File: config.mk
export PLATFORM = sky130hd
export DESIGN_NAME = new_usb_dma_wr
export DESIGN_NICKNAME = d
export VERILOG_FILES = /design/src/rtl/new_usb_pkg.sv /design/src/rtl/new_usb_dma_wr.sv
export SDC_FILE = /design/constraint.sdc
export NUM_CORES = 1
export LEC_CHECK = 0
export BUFFER_PORTS_ARGS = -buffer_cell sky130_fd_sc_hd__buf_2
export CORE_ASPECT_RATIO = 1.2
export CORE_MARGIN = 8
export CORE_UTILIZATION = 30
export CTS_BUF_LIST = sky130_fd_sc_hd__clkbuf_4 sky130_fd_sc_hd__clkbuf_8
export DETAILED_ROUTE_END_ITERATION = 8
export SKIP_CTS_REPAIR_TIMING = 1
export SLEW_MARGIN = 40
export SYNTH_ARGS = -nofsm -noshare
export SYNTH_HDL_FRONTEND = slang
export SYNTH_SLANG_ARGS = --single-unit
File: constraint.sdc
create_clock -name clk_i -period 1.78 [get_ports clk_i]
set_input_delay 0 -clock clk_i [delete_from_list [all_inputs] [get_ports clk_i]]
set_output_delay 0 -clock clk_i [all_outputs]
set_load 0.005 [all_outputs]
File: src/rtl/new_usb_pkg.sv
// rtl/new_usb_pkg.sv - shared types, constants and helpers for the NewUSB DMA engines
package new_usb_pkg;

    localparam int unsigned AxilAddrWidth = 32;
    localparam int unsigned AxilDataWidth = 32;
    localparam int unsigned AxilStrbWidth = AxilDataWidth / 8;
    localparam int unsigned MaxStrbWidth  = 64;

    localparam logic [1:0] AXI_RESP_OKAY   = 2'b00;
    localparam logic [1:0] AXI_RESP_SLVERR = 2'b10;

    typedef enum logic [2:0] {
        ST_IDLE  = 3'd0,
        ST_FETCH = 3'd1,
        ST_WRITE = 3'd2,
        ST_RESP  = 3'd3,
        ST_DONE  = 3'd4
    } new_usb_dma_wr_state_e;

    typedef struct packed {
        logic [AxilAddrWidth-1:0] addr;
        logic [2:0]               prot;
    } axil_aw_t;

    typedef struct packed {
        logic [AxilDataWidth-1:0] data;
        logic [AxilStrbWidth-1:0] strb;
    } axil_w_t;

    typedef struct packed {
        logic [1:0] resp;
    } axil_b_t;

    typedef struct packed {
        logic [AxilAddrWidth-1:0] addr;
        logic [2:0]               prot;
    } axil_ar_t;

    typedef struct packed {
        logic [AxilDataWidth-1:0] data;
        logic [1:0]               resp;
    } axil_r_t;

    typedef struct packed {
        axil_aw_t aw;
        logic     aw_valid;
        axil_w_t  w;
        logic     w_valid;
        logic     b_ready;
        axil_ar_t ar;
        logic     ar_valid;
        logic     r_ready;
    } axil_req_t;

    typedef struct packed {
        logic    aw_ready;
        logic    w_ready;
        axil_b_t b;
        logic    b_valid;
        logic    ar_ready;
        axil_r_t r;
        logic    r_valid;
    } axil_rsp_t;

    // Byte-enable mask for a beat: full word while at least a word remains,
    // otherwise only the low 'rem' bytes of the final partial word.
    function automatic logic [MaxStrbWidth-1:0] strb_from_rem(input int unsigned rem,
                                                              input int unsigned strb_width);
        logic [MaxStrbWidth-1:0] one;
        one    = '0;
        one[0] = 1'b1;
        if (rem >= strb_width) begin
            strb_from_rem = {MaxStrbWidth{1'b1}} >> (MaxStrbWidth - strb_width);
        end else begin
            strb_from_rem = (one << rem) - one;
        end
    endfunction

endpackage

File: src/rtl/new_usb_dma_wr.sv
// rtl/new_usb_dma_wr.sv - NewUSB write DMA: ingress FIFO words to memory over AXI-Lite
module new_usb_dma_wr
    import new_usb_pkg::*;
#(
    parameter int unsigned DataWidth  = 32,
    parameter int unsigned AddrWidth  = 32,
    parameter int unsigned TFLenWidth = 8,
    parameter type axi_req_t = axil_req_t,
    parameter type axi_rsp_t = axil_rsp_t,
    parameter type addr_t    = logic [AddrWidth-1:0],
    parameter type data_t    = logic [DataWidth-1:0],
    parameter type tf_len_t  = logic [TFLenWidth-1:0]
) (
    input  logic                  clk_i,
    input  logic                  rst_ni,
    input  logic [AddrWidth-1:0]  dst_addr_i,
    input  logic [TFLenWidth-1:0] num_bytes_i,
    input  logic                  req_valid_i,
    output logic                  req_ready_o,
    output logic                  transfer_done_o,
    output logic                  transfer_err_o,
    output axi_req_t              axil_write_req_o,
    input  axi_rsp_t              axil_write_rsp_i,
    input  logic [DataWidth-1:0]  fifo_data_i,
    input  logic                  fifo_valid_i,
    output logic                  fifo_ready_o,
    output logic                  busy_o
);

    localparam int unsigned StrbWidth = DataWidth / 8;
    localparam int unsigned OffsWidth = $clog2(StrbWidth);
    localparam tf_len_t     StrbBytes = TFLenWidth'(StrbWidth);
    localparam addr_t       AddrStep  = AddrWidth'(StrbWidth);

    typedef logic [StrbWidth-1:0] strb_t;

    new_usb_dma_wr_state_e state_q, state_d;
    addr_t   addr_q, addr_d;
    tf_len_t rem_q, rem_d;
    logic    err_q, err_d;
    data_t   wdata_q, wdata_d;
    strb_t   strb_q, strb_d;
    logic    aw_done_q, aw_done_d;
    logic    w_done_q, w_done_d;

    logic    aw_valid, w_valid, b_ready;
    logic    aw_hs, w_hs;
    logic    misaligned;
    tf_len_t rem_next;

    assign misaligned = (dst_addr_i[OffsWidth-1:0] != '0);
    assign busy_o     = (state_q != ST_IDLE);

    // Read channel is never used by the write engine.
    logic unused_rsp;
    assign unused_rsp = ^{axil_write_rsp_i.ar_ready, axil_write_rsp_i.r, axil_write_rsp_i.r_valid};

    // State and datapath registers; reset aborts any transfer in flight.
    always_ff @(posedge clk_i or negedge rst_ni) begin
        if (!rst_ni) begin
            state_q   <= ST_IDLE;
            addr_q    <= '0;
            rem_q     <= '0;
            err_q     <= 1'b0;
            wdata_q   <= '0;
            strb_q    <= '0;
            aw_done_q <= 1'b0;
            w_done_q  <= 1'b0;
        end else begin
            state_q   <= state_d;
            addr_q    <= addr_d;
            rem_q     <= rem_d;
            err_q     <= err_d;
            wdata_q   <= wdata_d;
            strb_q    <= strb_d;
            aw_done_q <= aw_done_d;
            w_done_q  <= w_done_d;
        end
    end

    // Next-state logic and handshake outputs, one beat in flight at a time.
    always_comb begin
        state_d         = state_q;
        addr_d          = addr_q;
        rem_d           = rem_q;
        err_d           = err_q;
        wdata_d         = wdata_q;
        strb_d          = strb_q;
        aw_done_d       = aw_done_q;
        w_done_d        = w_done_q;
        req_ready_o     = 1'b0;
        fifo_ready_o    = 1'b0;
        transfer_done_o = 1'b0;
        transfer_err_o  = 1'b0;
        aw_valid        = 1'b0;
        w_valid         = 1'b0;
        b_ready         = 1'b0;
        aw_hs           = 1'b0;
        w_hs            = 1'b0;
        rem_next        = (rem_q >= StrbBytes) ? (rem_q - StrbBytes) : '0;

        unique case (state_q)
            ST_IDLE: begin
                req_ready_o = 1'b1;
                if (req_valid_i) begin
                    addr_d = dst_addr_i;
                    rem_d  = num_bytes_i;
                    err_d  = 1'b0;
                    if ((num_bytes_i == '0) || misaligned) begin
                        err_d   = misaligned;
                        state_d = ST_DONE;
                    end else begin
                        state_d = ST_FETCH;
                    end
                end
            end

            ST_FETCH: begin
                fifo_ready_o = 1'b1;
                if (fifo_valid_i) begin
                    wdata_d = fifo_data_i;
                    strb_d  = strb_t'(strb_from_rem(32'(rem_q), StrbWidth));
                    state_d = ST_WRITE;
                end
            end

            ST_WRITE: begin
                // Each channel keeps valid until its own handshake, independently.
                aw_valid = !aw_done_q;
                w_valid  = !w_done_q;
                aw_hs    = aw_valid && axil_write_rsp_i.aw_ready;
                w_hs     = w_valid && axil_write_rsp_i.w_ready;
                if ((aw_done_q || aw_hs) && (w_done_q || w_hs)) begin
                    aw_done_d = 1'b0;
                    w_done_d  = 1'b0;
                    state_d   = ST_RESP;
                end else begin
                    aw_done_d = aw_done_q || aw_hs;
                    w_done_d  = w_done_q || w_hs;
                end
            end

            ST_RESP: begin
                b_ready = 1'b1;
                if (axil_write_rsp_i.b_valid) begin
                    // An error response is recorded but the packet is still drained.
                    if (axil_write_rsp_i.b.resp != AXI_RESP_OKAY) begin
                        err_d = 1'b1;
                    end
                    addr_d  = addr_q + AddrStep;
                    rem_d   = rem_next;
                    state_d = (rem_next == '0) ? ST_DONE : ST_FETCH;
                end
            end

            ST_DONE: begin
                transfer_done_o = 1'b1;
                transfer_err_o  = err_q;
                state_d         = ST_IDLE;
            end

            default: begin
                state_d = ST_IDLE;
            end
        endcase
    end

    // Pack the AXI-Lite request; the read channel stays tied off.
    always_comb begin
        axil_write_req_o          = '0;
        axil_write_req_o.aw.addr  = addr_q;
        axil_write_req_o.aw.prot  = '0;
        axil_write_req_o.aw_valid = aw_valid;
        axil_write_req_o.w.data   = wdata_q;
        axil_write_req_o.w.strb   = strb_q;
        axil_write_req_o.w_valid  = w_valid;
        axil_write_req_o.b_ready  = b_ready;
    end

endmodule

==> results.cfg <==
[outcome]
status = finished with violations
failed_checks = negative hold slack

[clocking]
clk_pin_slew_worst_paths_ps = 90
ctsLongestPathBuffers = 2
worstSkewPairLatency_ps = 380
numCtsBuffers = 9
cts_tree = done
htree_levels = 3
cts_sinks = 82
root_buffer = clkbuf_8

[setup_path]
cp_max_fo = 5
r2r_end = state_q[2]$_DFFE_PN0P_
cp_slowest_cell = dfrtp_1
critPathCaptureType = register
crit_type = reg -> reg
cp.required_ps = 2070
path_cells = inv_1 > ha_2 > nor2b_4 > nand2_2 > buf_4 > a211oi_2 > o21ai_0 > a21oi_1
worstPathBufferInverterCount = 2
crit_start = rem_q[2]$_DFFE_PN0P_
endpoint = state_q[2]$_DFFE_PN0P_
reg2reg_depth = 8
critPathMaxStageDelay_ps = 440
cp_num_cells = 8
r2r_setup_slack_ps = 60
cpLargestDelayFamily = compound AO/OA/AOI/OAI gates
r2r-start = rem_q[2]$_DFFE_PN0P_
worstPathArrival_ps = 2010
cp-start-kind = register

[detailed_routing]
firstDrtPassIters = 4
drc = 0
routed-wl-met3_um = 1290
wl_met1_um = 6500
wl_met2_um = 8000
drt_first_iter_violations = 200
wl_um = 15900
vias_per_cell = 4.84
top_layer = met4
vias = 4620
ant_nets = 0
wire_per_inst_um = 16.7

[pwr]
seqPwrFrac_pct = 33.1
pwr-share-comb_pct = 50.8
clock_power_share_pct = 16.1
p_leak_nw = 3.18
p_int_mw = 6.44
power_mw = 10.6
switching_share_pct = 39.2
p_switching_mw = 4.15
power_density_nw_per_um2 = 1530
peakVddDrop_mv = 0.624

[place]
place_area_um2 = 5810
dpl.hpwl_um = 11700
placedCellCount = 862
place_congestion = 0.877
io_buffers = 156

[timing]
max_clock_freq_mhz = 583
hold_ws_ps = -42.4
final_max_slew_viol_count = 0
rsz0062_at_grt = yes
min_period_ps = 1720
maxSlewHeadroom_pct = 64.4
hold_viol_final = 4
finalCritPeriodShare_pct = 96.4
fin_skew_ps = 15.0
setup_viol = 0
setup_tns_ps = 0
tightest_slew_ps = 530

[die]
core_um2 = 15000
rows = 49
io_pins = 233
dieHeight_um = 152
start_util_pct = 30.8
dieArea_um2 = 19700
die_x_um = 129

[finish]
final_cell_mix = buf_2 (155), dfrtp_1 (80), dlygate4sd3_1 (68)
nNetsFinal = 867
drive_gt1_share_pct = 38.6
fin_area_um2 = 6900
final_common_cell = buf_2
final_cell_count_no_fill = 955
layout-area-overhead-vs-synth_pct = 49.1
num_antenna_cells = 0

[hold_path]
min_from = dst_addr_i[5]
hp-class = in -> reg
hold_depth = 3

[global_routing]
grt_usage_pct = 15.0
antenna_found_initial = 0
grt_pass1_vias = 4315
grt_pass1_wl_um = 23400
grt_overflow = 0
grt_max_degree = 48

[logic_synthesis]
synth.distinct_cells = 57
ys_seq_area_share_pct = 44.3
synthFlopType = dfrtp_1
syn_inst = 482
netlist_area_um2 = 4630
async_flop_share_pct = 100
ys_seq_elements = 82
syn_area_per_cell_um2 = 9.60
yosys_warnings = 0
synth-edff-count = 0

[job]
drv_cap = 0
[metrics by stage]
| step | hold WS (ps) | worst slack, ps | util, % |
|---|---|---|---|
| 2_1_floorplan | -296 | 136 | - |
| 3_3_place_gp | 1.52 | 3.33 | 38.7 |
| 3_5_place_dp | 11.7 | 1.29 | 38.7 |
| 4_1_cts | -409 | -110 | 40.3 |
| 5_1_grt | 1.40 | -59.5 | 45.9 |
| 6_report | -42.4 | 63.5 | 45.9 |
[per-layer routing]
metal / GRT usage, % / vias to the layer above
li1: - / 2206
met1: 17.8 / 2228
met2: 25.2 / 178
met3: 4.20 / 8
met4: 5.27 / 0
met5: 0 / -
[sequential cells by signal, summed over array words and instances, names as in the netlist]
name / cells
addr_q: 32
w_done_q: 1
state_q: 3
err_q: 1
strb_q: 4
wdata_q: 32
aw_done_q: 1
rem_q: 8
[layout make-up]
class / instances / area [um2]
fill: 1403 / 8120
multi-input combinational: 360 / 2300
sequential: 82 / 2050
timing repair buffer: 283 / 2000
tap: 204 / 255
clock inverter: 7 / 125
clock buffer: 9 / 124
inverter: 10 / 40.0
[cells by family after synthesis]
logic type / Yosys count / share of synthesized area, %
AND/OR/NAND/NOR: 154 / 17.7
AO/OA/AOI/OAI: 129 / 18.1
flip-flops: 82 / 44.3
buffers and inverters: 79 / 10.7
multiplexers: 32 / 7.79
adder cells (fa/ha/maj): 4 / 1.08
other: 1 / 0.0810
XOR/XNOR: 1 / 0.189
[worst min-delay path, cell delays in order]
cell     delay [ps]
buf_2            80
o21ai_0          70
a21oi_1         130
[how the worst min path moves through the flow]
stage and to:
2_1_floorplan addr_q[0]$_DFFE_PN0P_, 3_3_place_gp wdata_q[14]$_DFFE_PN0P_, 3_5_place_dp wdata_q[16]$_DFFE_PN0P_, 4_1_cts addr_q[28]$_DFFE_PN0P_, 5_1_grt addr_q[8]$_DFFE_PN0P_, 6_report addr_q[5]$_DFFE_PN0P_
[cell usage after synthesis (3+ instances only)]
master     count  area, um2
o22ai_1       15       93.8
o31a_1         3       26.3
a31oi_1        6       37.5
a211oi_1       5       37.5
ha_1           4       50.1
a2bb2oi_1     15        131
buf_1          3       11.3
mux2_2        29        327
mux2_1         3       33.8
or3_1          4       25.0
a21oi_1       43        215
nor4_1         3       18.8
nor3_4         3       48.8
o21ai_0       19       95.1
nand4_1       13       81.3
nor2_1        37        139
clkbuf_1       5       18.8
nor3_1         6       30.0
nand2_1       41        154
buf_2         15       75.1
and3_1        10       62.6
nand3_1       23        115
dfrtp_1       82       2050
buf_4         44        330
inv_1          9       33.8
nand3b_1       3       22.5
[power by group through the flow]
| stage | Sequential, mW | Combinational [mW] | Clock, mW |
|---|---|---|---|
| 6_report | 3.50 | 5.38 | 1.71 |
| 5_1_grt | 3.64 | 5.94 | 1.85 |
| 3_5_place_dp | 3.51 | 5.05 | 0 |
| 2_1_floorplan | 3.53 | 2.73 | 0 |
| 3_3_place_gp | 3.45 | 4.93 | 0 |
| 4_1_cts | 3.47 | 5.07 | 1.77 |
Note: power is estimated with default switching activity, not from simulation.
